<file path="src/rtl/axis_bram_adapter_m_axis_pkt.sv">
// AXI4-Stream master for the BRAM adapter: buffers words from the BRAM read
// buffer in a first-word-fall-through FIFO and drives the stream port.
// TLAST comes from DIN_LAST, or in mode 1 is also generated from PKT_LEN.
module axis_bram_adapter_m_axis_pkt #(
  parameter int unsigned C_M_AXIS_TDATA_WIDTH = 32,
  parameter int unsigned C_FIFO_DEPTH         = 16,
  parameter int unsigned C_TLAST_MODE         = 1,
  parameter int unsigned C_PKT_LEN_WIDTH      = 16
) (
  input  logic                                  M_AXIS_ACLK,
  input  logic                                  M_AXIS_ARESETN,
  input  logic [C_M_AXIS_TDATA_WIDTH-1:0]       DIN_FROM_BUF,
  input  logic                                  DIN_VALID,
  input  logic                                  DIN_LAST,
  output logic                                  DIN_ACCEP,
  input  logic [C_PKT_LEN_WIDTH-1:0]            PKT_LEN,
  output logic [$clog2(C_FIFO_DEPTH):0]         FIFO_LEVEL,
  output logic                                  PKT_SENT,
  output logic                                  M_AXIS_TVALID,
  output logic [C_M_AXIS_TDATA_WIDTH-1:0]       M_AXIS_TDATA,
  output logic [(C_M_AXIS_TDATA_WIDTH/8)-1:0]   M_AXIS_TSTRB,
  output logic                                  M_AXIS_TLAST,
  input  logic                                  M_AXIS_TREADY
);

  localparam int unsigned W  = C_M_AXIS_TDATA_WIDTH;
  localparam int unsigned AW = $clog2(C_FIFO_DEPTH);
  localparam int unsigned LW = AW + 1;
  localparam int unsigned PW = C_PKT_LEN_WIDTH;

  logic [W:0]    mem_q [C_FIFO_DEPTH];
  logic [AW-1:0] wr_ptr_q, wr_ptr_d;
  logic [AW-1:0] rd_ptr_q, rd_ptr_d;
  logic [LW-1:0] level_q, level_d;
  logic          accep_q;
  logic [PW-1:0] beat_cnt_q, beat_cnt_d;
  logic [PW-1:0] pkt_len_q, pkt_len_d;
  logic [PW-1:0] cur_len;
  logic          pkt_sent_q;
  logic          wr_en, rd_en, last_flag, tvalid;
  logic [W:0]    head;

  assign tvalid = (level_q != '0);
  assign wr_en  = DIN_VALID & accep_q;
  assign rd_en  = tvalid & M_AXIS_TREADY;
  assign head   = mem_q[rd_ptr_q];

  // Packet framing: the first beat of a packet uses PKT_LEN directly and
  // latches it, so later beats of the same packet ignore PKT_LEN changes.
  always_comb begin
    cur_len    = (beat_cnt_q == '0) ? PKT_LEN : pkt_len_q;
    last_flag  = DIN_LAST;
    if (C_TLAST_MODE != 0) begin
      last_flag = DIN_LAST | (cur_len == '0) | (beat_cnt_q == (cur_len - PW'(1)));
    end
    beat_cnt_d = beat_cnt_q;
    pkt_len_d  = pkt_len_q;
    if (wr_en) begin
      if (beat_cnt_q == '0) begin
        pkt_len_d = PKT_LEN;
      end
      beat_cnt_d = last_flag ? '0 : beat_cnt_q + PW'(1);
    end
  end

  // Pointer and occupancy next-state; pointers wrap naturally at the depth.
  always_comb begin
    wr_ptr_d = wr_en ? wr_ptr_q + AW'(1) : wr_ptr_q;
    rd_ptr_d = rd_en ? rd_ptr_q + AW'(1) : rd_ptr_q;
    level_d  = level_q;
    case ({wr_en, rd_en})
      2'b10:   level_d = level_q + LW'(1);
      2'b01:   level_d = level_q - LW'(1);
      default: level_d = level_q;
    endcase
  end

  // FIFO storage of {last_flag, data}; contents need no reset.
  always_ff @(posedge M_AXIS_ACLK) begin
    if (wr_en) begin
      mem_q[wr_ptr_q] <= {last_flag, DIN_FROM_BUF};
    end
  end

  // Control state with asynchronous reset.
  always_ff @(posedge M_AXIS_ACLK or negedge M_AXIS_ARESETN) begin
    if (!M_AXIS_ARESETN) begin
      wr_ptr_q   <= '0;
      rd_ptr_q   <= '0;
      level_q    <= '0;
      accep_q    <= 1'b0;
      beat_cnt_q <= '0;
      pkt_len_q  <= '0;
      pkt_sent_q <= 1'b0;
    end else begin
      wr_ptr_q   <= wr_ptr_d;
      rd_ptr_q   <= rd_ptr_d;
      level_q    <= level_d;
      accep_q    <= (level_d < LW'(C_FIFO_DEPTH));
      beat_cnt_q <= beat_cnt_d;
      pkt_len_q  <= pkt_len_d;
      pkt_sent_q <= rd_en & head[W];
    end
  end

  assign DIN_ACCEP     = accep_q;
  assign FIFO_LEVEL    = level_q;
  assign PKT_SENT      = pkt_sent_q;
  assign M_AXIS_TVALID = tvalid;
  assign M_AXIS_TDATA  = tvalid ? head[W-1:0] : '0;
  assign M_AXIS_TLAST  = tvalid & head[W];
  assign M_AXIS_TSTRB  = {(W/8){tvalid}};

endmodule

</file>
<file path="config.mk">
export PLATFORM = sky130hd
export DESIGN_NAME = axis_bram_adapter_m_axis_pkt
export DESIGN_NICKNAME = d
export VERILOG_FILES = /design/src/rtl/axis_bram_adapter_m_axis_pkt.sv
export SDC_FILE = /design/constraint.sdc
export NUM_CORES = 1
export LEC_CHECK = 0
export CAP_MARGIN = 30
export CELL_PAD_IN_SITES_DETAIL_PLACEMENT = 2
export CELL_PAD_IN_SITES_GLOBAL_PLACEMENT = 2
export CORE_UTILIZATION = 51
export CTS_CLUSTER_DIAMETER = 150
export CTS_CLUSTER_SIZE = 28
export DETAILED_ROUTE_END_ITERATION = 10
export PLACE_DENSITY = 0.86
export SYNTH_ARGS = -nofsm -noshare
export SYNTH_HDL_FRONTEND = slang
export SYNTH_SLANG_ARGS = --single-unit
</file>
<file path="constraint.sdc">
create_clock -name M_AXIS_ACLK -period 7.2 [get_ports M_AXIS_ACLK]
set_clock_uncertainty 0.15 [all_clocks]
set_input_delay 1.08 -clock M_AXIS_ACLK [delete_from_list [all_inputs] [get_ports M_AXIS_ACLK]]
set_output_delay 1.08 -clock M_AXIS_ACLK [all_outputs]
set_load 0.1 [all_outputs]
</file>
==> results.ini <==
[outcome]
outcome = finished clean

[clock_network]
cts.root.buffer_cell = clkbuf_16
tritoncts = built
clkSlewWorstSetupHoldPaths_ns = 0.13
clock_sinks = 575
post_cts.resized_instances = 0
numCtsBuffers = 24
postCtsSetupRepairBufs = 0
cts_hold_buf = 0
cts_max_level = 1
clock_insertion_delay_worst_skew_ns = 0.60
clockBufferDepth = 3

[logic_synthesis]
ys_seq_area_share_pct = 72.4
synth_largest_type_area_fraction_pct = 67.4
synth_ff_type = edfxtp_1
async_reset_ff_share_pct = 8.17
syn_area_per_cell_sq_um = 20.2
post-synth-top-area-cell = edfxtp_1
syn_nets = 1231
netlist_top_cells_area = edfxtp_1 67%, mux4_2 16%, dfrtp_1 5.0%
synthesis.area_sq_mm = 0.0235
synth.distinct_cells = 62
yosys_warnings = 0
count_of_flip_flops_with_a_built_in_enable_after_synthesis = 528
synthesis.instances = 1164
ys_seq_elements = 575

[global_route]
grt_antenna_before_repair = 2
largest_net_degree_at_the_start_of_global_routing = 76
wire_length_of_the_first_global_routing_pass_um = 97600
grt.total_usage_pct = 29.6
gr-total-overflow = 0
number_of_global_route_vias_before_repair = 13200

[detailed_routing]
dr.pass1.iters = 5
via_count = 12200
vias_per_cell = 6.49
drc_errors = 0
drt.antenna.violating_nets = 0
drt-initial-drc-count = 1210
routed_wire_length_um = 67700
routed_wire_length_per_instance_um = 36.1

[place]
place_area_sq_mm = 0.0253
hpwlAfterDp_um = 41600
gp_routability_congestion = 0.775
placement.io_buffers = 97

[sta]
max_slew.worst_pin.slew_ns = 1.05
setup_total_negative_slack_ns = 0
hold_violations = 0
setup-violations-final = 0
slew_headroom_pct = 29.5
layout_worst_path_cycle_share_pct = 75.1
slew_violations = 0
post-route-min-period_ns = 5.41
final.hold.worst_slack_ns = 0.437
timing.fmax_mhz = 185
unrepaired_setup_endpoints_after_global_routing = false

[pwr]
power.clock.fraction_pct = 15.1
power_report.internal_total_mw = 6.44
leakage_nw = 8.19
share_seq_of_total_power_pct = 38.4
power_frac_comb_pct = 46.4
powerDensity_mw_per_mm2 = 429
switchingPower_mw = 4.74
peakVddDrop_mv = 0.490
switching_share_pct = 42.4

[worst_setup_path]
cp_top_family = buffers and inverters
worstSetupPathDepth = 5
crit_path_start_kind = flop
timing.setup.critical_path_class = reg -> out
worst-endpoint-required_ns = 5.97
critical_path.n_buffers_inverters = 2
critical-path-top-cell-by-count = mux4_2
crit_path_cell_chain = buf_12, mux4_2, mux4_2, nor2b_1, clkdlybuf4s50_1
timing.critical_path.fanout_max = 75
critical_path.max_stage_delay_ns = 1.06
arrival_ns = 4.18
timing.critical_path.slowest_stage_cell = clkdlybuf4s50_1
worst-r2r-cell-count = 15
capturing_element_type_of_the_critical_path = output port

[layout]
nets = 1322
finalInstanceArea_sq_mm = 0.0261
layout.core_utilization_pct = 57.3
fillcell_total = 3721
area_grow_syn2layout_pct = 10.8
layout-drive-gt1-share_pct = 21.8

[worst_hold_path]
hold_path.class = in -> async

[die]
floorplan.die.width_um = 217
initial_utilization_pct = 51.7
design.portCount = 98
die_height_um = 217
design.die.area_sq_mm = 0.0470
floorplan.core_area_sq_mm = 0.0455
std_cell_rows = 78

[job]
cap_viol_max_count = 0

[worst reg2reg max path: cells and delay by family (launching register included)]
family                     cells  cell delay, ns
xor gates and xnor gates       1            0.34
adders and majority gates      2            0.55
buffers and inverters          2            0.41
AOI/OAI and AO/OA              4            0.97
muxes                          2            0.61
and+or+nand+nor                4            1.74
DFF                            1            0.49
[layout by cell type (no fill, tap or decap), types with 13 or more instances in the layout]
| master | count |
|---|---|
| mux4_2 | 165 |
| nand2_1 | 45 |
| nor3_1 | 15 |
| xor2_1 | 16 |
| edfxtp_1 | 528 |
| ha_1 | 13 |
| mux2_2 | 14 |
| o21ai_0 | 13 |
| nor2_4 | 13 |
| nor2b_1 | 36 |
| buf_4 | 25 |
| mux2i_1 | 14 |
| dfrtp_1 | 43 |
| clkbuf_1 | 18 |
| inv_1 | 14 |
| xnor2_1 | 26 |
| nor2_1 | 23 |
| clkbuf_16 | 25 |
| clkdlybuf4s50_1 | 96 |
[power by group through the flow]
stage               clock network [mW]  logic (mW)  registers (mW)
floorplan                            0        3.84            4.25
global placement                     0        4.88            4.38
detailed placement                   0        5.09            4.43
CTS                               1.71        5.14            4.37
global route                      1.79        5.40            4.33
finish                            1.69        5.19            4.30
[cell type report]
class / instances / area, sq um / area share [%]
flip-flops and latches: 575 / 17000 / 65.4
clock buffers: 43 / 693 / 2.66
clock inverters: 1 / 16.3 / 0.0624
diodes: 1 / 2.50 / 0.00960
multi-input cells: 512 / 6240 / 23.9
well taps: 600 / 751 / 2.88
repair buffers: 128 / 1270 / 4.88
inverters: 14 / 52.6 / 0.202
[cell usage after synthesis, types with 13 or more instances]
library cell	n
inv_1	14
mux2_2	14
edfxtp_1	528
buf_1	20
ha_1	13
mux4_2	165
nand2_1	45
nor2b_1	36
xor2_1	16
dfrtp_1	47
clkbuf_1	29
nor3_1	19
o21ai_0	13
mux2i_1	14
nor2_1	36
xnor2_1	26
[layer usage]
layer | global-route usage [%] | wire (um) | vias up
met2 | 52.5 | 35800 | 475
met4 | 8.10 | 1840 | 2
met5 | 0 | 11 | -
li1 | - | - | 4914
met1 | 38.8 | 26700 | 6673
met3 | 3.35 | 3330 | 103
[registers in the layout, indices dropped and copies added, names as in the netlist]
name and flops:
mem_q 528, beat_cnt_q 16, pkt_len_q 16, FIFO_LEVEL 5
rd_ptr_q 4, wr_ptr_q 4, DIN_ACCEP 1, PKT_SENT 1
[metrics by stage]
| step | setup WS [ns] | cells | power (mW) |
|---|---|---|---|
| floorplan | 2.47 | 1164 | 8.09 |
| CTS | 1.30 | 1871 | 11.2 |
| global placement | 2.09 | 1826 | 9.26 |
| finish | 1.79 | 1874 | 11.2 |
| detailed placement | 1.38 | 1827 | 9.52 |
| global route | 1.62 | 1874 | 11.5 |
[path summary, 6_finish.rpt]
kind / startpoint / to / slack [ns]
worst max-delay path: rd_ptr_q[1] / M_AXIS_TDATA[7] / 1.79
worst min-delay path: M_AXIS_ARESETN / pkt_len_q[5] / 0.44
worst max register to register: beat_cnt_q[0] / beat_cnt_q[3] / 1.81
worst min register to register: pkt_len_q[15] / pkt_len_q[15] / 0.44
max in group asynchronous: M_AXIS_ARESETN / rd_ptr_q[0] / 5.89
min in group M_AXIS_ACLK: pkt_len_q[15] / pkt_len_q[15] / 0.44
[kinds of logic after synthesis]
group | count (synthesis) | synth area share [%]
DFF | 575 | 72.4
and+or+nand+nor | 196 | 4.54
muxes | 193 | 17.1
buffers and inverters | 77 | 1.57
AOI/OAI and AO/OA | 67 | 2.06
xor gates and xnor gates | 42 | 1.56
adders and majority gates | 14 | 0.777
Note: power is estimated with default switching activity, not from simulation.
